===== src/rtl/afifo_rd_pkg.sv =====
// Shared definitions for the async-FIFO read-side byte burst reader.
package afifo_rd_pkg;

  typedef enum logic [1:0] {
    IDLE  = 2'd0,
    RUN   = 2'd1,
    DRAIN = 2'd2,
    DONE  = 2'd3
  } rd_state_t;

  // Ceiling log2, used to size pointers and counters from depth parameters.
  function automatic int clog2(input int value);
    int r;
    r = 0;
    while ((1 << r) < value) r++;
    return r;
  endfunction

endpackage


===== src/rtl/afifo_rd_prefetch_buf.sv =====
// Circular prefetch buffer: absorbs FIFO read latency and output backpressure.
// The caller never pushes into a full buffer nor pops an empty one.
module afifo_rd_prefetch_buf
  import afifo_rd_pkg::*;
#(
  parameter int c_DEPTH = 4,
  localparam int c_PTR_W = clog2(c_DEPTH)
) (
  input  logic             clk,
  input  logic             rst_n,
  input  logic             push,
  input  logic [7:0]       wr_data,
  input  logic             pop,
  output logic [7:0]       head,
  output logic [c_PTR_W:0] count
);

  localparam logic [c_PTR_W-1:0] c_PTR_ONE = 1;
  localparam logic [c_PTR_W:0]   c_CNT_ONE = 1;

  logic [7:0]         mem [c_DEPTH];
  logic [c_PTR_W-1:0] wr_ptr;
  logic [c_PTR_W-1:0] rd_ptr;

  // Storage, pointers (wrap naturally at the power-of-2 depth) and occupancy.
  always_ff @(posedge clk) begin
    if (!rst_n) begin
      for (int i = 0; i < c_DEPTH; i++) mem[i] <= '0;
      wr_ptr <= '0;
      rd_ptr <= '0;
      count  <= '0;
    end else begin
      if (push) begin
        mem[wr_ptr] <= wr_data;
        wr_ptr      <= wr_ptr + c_PTR_ONE;
      end
      if (pop) rd_ptr <= rd_ptr + c_PTR_ONE;
      case ({push, pop})
        2'b10:   count <= count + c_CNT_ONE;
        2'b01:   count <= count - c_CNT_ONE;
        default: count <= count;
      endcase
    end
  end

  assign head = mem[rd_ptr];

endmodule


===== src/rtl/afifo_byte_burst_reader.sv =====
// Read-side consumer of the 32-in/8-out async FIFO: drains one commanded burst
// of bytes per start into a valid/ready byte stream, marking the last byte.
//
// Stream handshake: a byte transfers on a rising edge where m_valid && m_ready.
// Once m_valid is high it stays high, and m_data/m_last hold, until the
// transfer happens; m_valid never depends on m_ready.
module afifo_byte_burst_reader
  import afifo_rd_pkg::*;
#(
  parameter int c_RD_LATENCY = 1,
  parameter int c_BUF_DEPTH  = 4,
  parameter int c_LEN_WIDTH  = 16
) (
  input  logic                   rd_clk,
  input  logic                   rd_rst_n,
  input  logic                   start,
  input  logic [c_LEN_WIDTH-1:0] burst_len,
  output logic                   busy,
  output logic                   done,
  output logic                   fifo_rd_en,
  input  logic [7:0]             fifo_rd_data,
  input  logic                   fifo_rd_empty,
  output logic                   m_valid,
  input  logic                   m_ready,
  output logic [7:0]             m_data,
  output logic                   m_last
);

  localparam int c_CNT_W = clog2(c_BUF_DEPTH) + 1;
  localparam int c_INF_W = clog2(c_RD_LATENCY + 1);
  localparam logic [c_LEN_WIDTH-1:0] c_LEN_ONE = 1;

  rd_state_t               state;
  rd_state_t               state_next;
  logic [c_LEN_WIDTH-1:0]  issue_rem;
  logic [c_LEN_WIDTH-1:0]  out_rem;
  logic [c_RD_LATENCY-1:0] lat_pipe;
  logic [c_INF_W-1:0]      inflight;
  logic [c_CNT_W-1:0]      buf_count;
  logic [7:0]              buf_head;
  logic                    start_ok;
  logic                    pop;
  logic                    room;

  assign start_ok = start && (burst_len != '0);
  assign pop      = m_valid && m_ready;

  // Reads already issued but not yet landed in the buffer.
  always_comb begin
    inflight = '0;
    for (int i = 0; i < c_RD_LATENCY; i++) inflight = inflight + c_INF_W'(lat_pipe[i]);
  end

  // Reserving buffer space for in-flight reads keeps the buffer from overflowing
  // even when the stream is stalled for a long time.
  assign room       = (int'(inflight) + int'(buf_count)) < c_BUF_DEPTH;
  assign fifo_rd_en = (state == RUN) && !fifo_rd_empty && (issue_rem != '0) && room;

  assign busy    = (state == RUN) || (state == DRAIN);
  assign done    = (state == DONE);
  assign m_valid = (buf_count != '0);
  assign m_data  = buf_head;
  assign m_last  = m_valid && (out_rem == c_LEN_ONE);

  // State register.
  always_ff @(posedge rd_clk) begin
    if (!rd_rst_n) state <= IDLE;
    else           state <= state_next;
  end

  // Next-state logic; DRAIN leaves on the final handshake so done follows it directly.
  always_comb begin
    state_next = state;
    case (state)
      IDLE:    if (start_ok) state_next = RUN;
      RUN:     if (issue_rem == '0) state_next = DRAIN;
      DRAIN:   if ((out_rem == '0) || (pop && (out_rem == c_LEN_ONE))) state_next = DONE;
      DONE:    state_next = IDLE;
      default: state_next = IDLE;
    endcase
  end

  // Burst counters: reads still to issue and bytes still to hand over.
  always_ff @(posedge rd_clk) begin
    if (!rd_rst_n) begin
      issue_rem <= '0;
      out_rem   <= '0;
    end else if ((state == IDLE) && start_ok) begin
      issue_rem <= burst_len;
      out_rem   <= burst_len;
    end else begin
      if (fifo_rd_en) issue_rem <= issue_rem - c_LEN_ONE;
      if (pop && (out_rem != '0)) out_rem <= out_rem - c_LEN_ONE;
    end
  end

  // Latency pipe: the tail bit marks the cycle fifo_rd_data is valid.
  if (c_RD_LATENCY == 1) begin : g_lat1
    always_ff @(posedge rd_clk) begin
      if (!rd_rst_n) lat_pipe <= '0;
      else           lat_pipe <= fifo_rd_en;
    end
  end else begin : g_latn
    always_ff @(posedge rd_clk) begin
      if (!rd_rst_n) lat_pipe <= '0;
      else           lat_pipe <= {lat_pipe[c_RD_LATENCY-2:0], fifo_rd_en};
    end
  end

  afifo_rd_prefetch_buf #(
    .c_DEPTH (c_BUF_DEPTH)
  ) u_buf (
    .clk     (rd_clk),
    .rst_n   (rd_rst_n),
    .push    (lat_pipe[c_RD_LATENCY-1]),
    .wr_data (fifo_rd_data),
    .pop     (pop),
    .head    (buf_head),
    .count   (buf_count)
  );

endmodule


===== config.mk =====
export PLATFORM = sky130hd
export DESIGN_NAME = afifo_byte_burst_reader
export DESIGN_NICKNAME = d
export VERILOG_FILES = /design/src/rtl/afifo_rd_pkg.sv /design/src/rtl/afifo_rd_prefetch_buf.sv /design/src/rtl/afifo_byte_burst_reader.sv
export SDC_FILE = /design/constraint.sdc
export NUM_CORES = 1
export LEC_CHECK = 0
export BUFFER_PORTS_ARGS = -buffer_cell sky130_fd_sc_hd__buf_2
export CAP_MARGIN = 25
export CORE_UTILIZATION = 50
export DETAILED_ROUTE_END_ITERATION = 10
export PLACE_DENSITY = 0.69
export SYNTH_ARGS = -nofsm -noshare
export SYNTH_HDL_FRONTEND = slang
export SYNTH_SLANG_ARGS = --single-unit
export TNS_END_PERCENT = 20

===== constraint.sdc =====
create_clock -name rd_clk -period 2.52 [get_ports rd_clk]
set_input_delay 0.126 -clock rd_clk [delete_from_list [all_inputs] [get_ports rd_clk]]
set_output_delay 0.126 -clock rd_clk [all_outputs]
set_load 0.02 [all_outputs]

==> out/results.tsv <==
metric	value	unit
routability cong.	0.764	
worst vdd ir	0.480	mV
pre-CTS setup slack	0.236	ns
Pleak	1.63	nW
DRC Markers	0	
initial DRC count	67	
sequential-to-total area share from yosys stat	49.0	%
synthesized instance count	355	
Critical Path End Type	output pin	
Int Pwr	2.64	mW
CTS Sinks	76	
most common cell in the synthesized netlist	dfxtp_1	
Die X	88.7	µm
combinational power share	36.1	%
R2R depth	5	
hold buffers post-CTS	0	
Startpoint Class	flop	
Max Clk Rate	436	MHz
Slew @ Worst Pin	0.557	ns
Setup TNS	0	ns
hold path start	fifo_rd_data[2]	
fin. max-slew vios	0	
io pins	42	
ys async rst share	0	%
post-CTS sizing	0	
Hold EP	u_buf.mem[0][2]$_SDFFCE_PN0P_	
final worst slack	0.224	ns
Critical Path Slowest Stage Cell	or4_1	
n_diodes	0	
hpwl dp	5940	µm
final worst-path cycle share	91.1	%
Area Overhead vs Synth	15.6	%
via/cell ratio	5.77	
Reg-to-Reg End	out_rem[12]$_SDFFE_PN0P_	
Longest Clk Path Bufs	2	
clk root buf	clkbuf_8	
Port Buffers	41	
Switching Share	38.3	%
commonest cells in the netlist	dfxtp_1 (44), edfxtp_1 (32), and2_1 (25)	
max-cap viol count	0	
CTS tree	done	
via count	2936	
Seq cells post-synth	76	
Main synth FF type	dfxtp_1	
NetSw	1.64	mW
Routed wire per std cell	16.2	µm
first-pass GRT wire length	13300	µm
YS warnings	0	
top-area cell type share of the netlist area	25.5	%
Hold Vio Cnt, Final	0	
total congestion overflow	0	
largest net degree at the start of global routing	37	
part of the power in registers	41.1	%
worst skew pair latency	0.36	ns
status	complete, no violations	
CTS buffer count	9	
Clock Power Share	22.7	%
Core Box Area	7250	µm²
Post-synth EDFFs	32	
largest fanout on the critical path	9	
Layout Nets	443	
Finish-stage setup viols	0	
vias in the first global route	2756	
unrepaired setup endpoints after global routing	no	
post-synthesis cell type count	54	
initial antenna violation count	0	
Crit Path Class	flop to output pin	
relative max-transition margin	61.9	%
initial core utilization	51.9	%
final worst path period need	2.30	ns
synthesized area per cell	10.6	µm²
power per cell area	983	nW/µm²
mapped cell area	3760	µm²
R2R Setup Slk	0.23	ns
Yosys top cell by area	edfxtp_1	
share of cells above drive strength 1	22.2	%
Setup Buffers After CTS	0	
worst r2r src	out_rem[2]$_SDFFE_PN0P_	
worst path cell trace	or4_1 -> or2_1 -> o21ai_4 -> inv_1 -> buf_2	
worst min path class	input pin to flop	
die area	7880	µm²
H-Tree Depth	3	
crit path DAT	2.17	ns
Post-Route WL	8250	µm
DRT Pass-1 Iters	4	
crit path from	issue_rem[2]$_SDFFE_PN0P_	
slowest stage delay, CP	0.59	ns
Clock transition at path regs	0.09	ns
Total GRT Usage	22.6	%
dominant cells by area after synthesis	edfxtp_1 (26%), dfxtp_1 (23%), mux4_2 (4.8%)	
worst hold stages	2	
Worst Path Required	2.39	ns
net count after synthesis	393	
Max Clock Skew	0.0137	ns
number of antenna-violating nets in the routed design	0	
die height	88.7	µm
Std-Cell Rows	31	
==> worst max-delay path by stage <==
stage | cells after the start | slack, ns | end
4_1_cts | 7 | 0.04 | fifo_rd_en
6_report | 5 | 0.22 | fifo_rd_en
2_1_floorplan | 6 | 0.38 | out_rem[13]$_SDFFE_PN0P_
3_3_place_gp | 4 | 0.29 | out_rem[15]$_SDFFE_PN0P_
5_1_grt | 8 | 0.06 | issue_rem[9]$_SDFFE_PN0P_
3_5_place_dp | 5 | 0.24 | out_rem[14]$_SDFFE_PN0P_
==> flip-flops by register name (all words and copies together), names as in the netlist, named ones only <==
name / cells
u_buf.mem: 32
issue_rem: 16
out_rem: 16
u_buf.count: 3
state: 2
u_buf.rd_ptr: 2
u_buf.wr_ptr: 2
lat_pipe: 1
==> critical path: cells and delay by family, from the launching register on <==
kind,cells,cell delay [ns]
flip-flops,1,0.36
buffers and inverters,2,0.22
AO/OA/AOI/OAI,1,0.32
AND/OR/NAND/NOR,2,0.93
==> cell families (layout without fill, tap and decap cells) <==
group,Yosys count,in the layout,synth area share (%)
AO/OA/AOI/OAI,83,83,13.9
XOR/XNOR,24,24,5.59
multiplexers,10,10,5.35
AND/OR/NAND/NOR,124,124,19.9
buffers and inverters,29,84,3.13
flip-flops,76,76,49.0
adder cells (fa/ha/maj),9,9,3.19
==> power groups by stage <==
stage                     clock network [mW]  logic, mW  registers [mW]
after global routing                    1.04       1.71            1.80
after CTS                              0.989       1.53            1.76
after floorplan                            0       1.19            1.70
final                                  0.971       1.54            1.76
after detailed placement                   0       1.52            1.78
after global placement                     0       1.48            1.77
==> stage by stage <==
step	std cells	util [%]	hold slack (ns)	power, mW	area [µm²]
after floorplan	355	-	0.324	2.89	3760
after global placement	493	56.9	0.440	3.26	4130
after detailed placement	493	56.9	0.445	3.30	4130
after CTS	509	59.8	0.0706	4.28	4330
after global routing	509	59.9	0.0924	4.56	4350
final	509	59.9	0.0762	4.27	4350
==> metal layers <==
| metal | GRT usage (%) | routed length, µm |
|---|---|---|
| met5 | 0 | 0 |
| met4 | 9.53 | 181 |
| met3 | 3.17 | 258 |
| met2 | 39.2 | 4230 |
| met1 | 28.1 | 3580 |
==> placed cells by master (no fill, tap or decap), types with 2 or more instances in the layout <==
cell,Yosys,routed
nor3b_1,2,2
or4_1,10,10
mux4_2,8,8
a2111oi_2,2,2
nor4_1,5,5
and3_1,9,9
edfxtp_1,32,32
a211oi_1,2,2
o2111ai_1,2,2
nor2_1,16,16
o21ai_0,24,24
o31ai_1,6,6
buf_2,1,41
ha_1,8,8
nand2_1,10,10
nand2b_1,4,4
buf_4,0,14
and2_1,25,25
clkbuf_8,0,9
or3_1,12,12
a21oi_1,21,21
nand4_1,5,5
o211ai_1,3,3
dfxtp_1,44,44
a31oi_1,13,13
nand3_1,6,6
nor3_1,5,5
xnor2_1,11,11
clkinvlp_4,0,2
xor2_1,13,13
inv_1,12,12
inv_6,0,2
or2_2,4,4
o21a_1,2,2
nand4b_1,2,2
==> area by class of cell <==
type,count,area [µm²]
clock buffers,9,124
clock inverters,7,82.6
fillers,626,2910
inverters,13,48.8
multi-input cells,250,1820
flip-flops and latches,76,1840
well taps,99,124
repair buffers,55,310
Note: power is estimated with default switching activity, not from simulation.
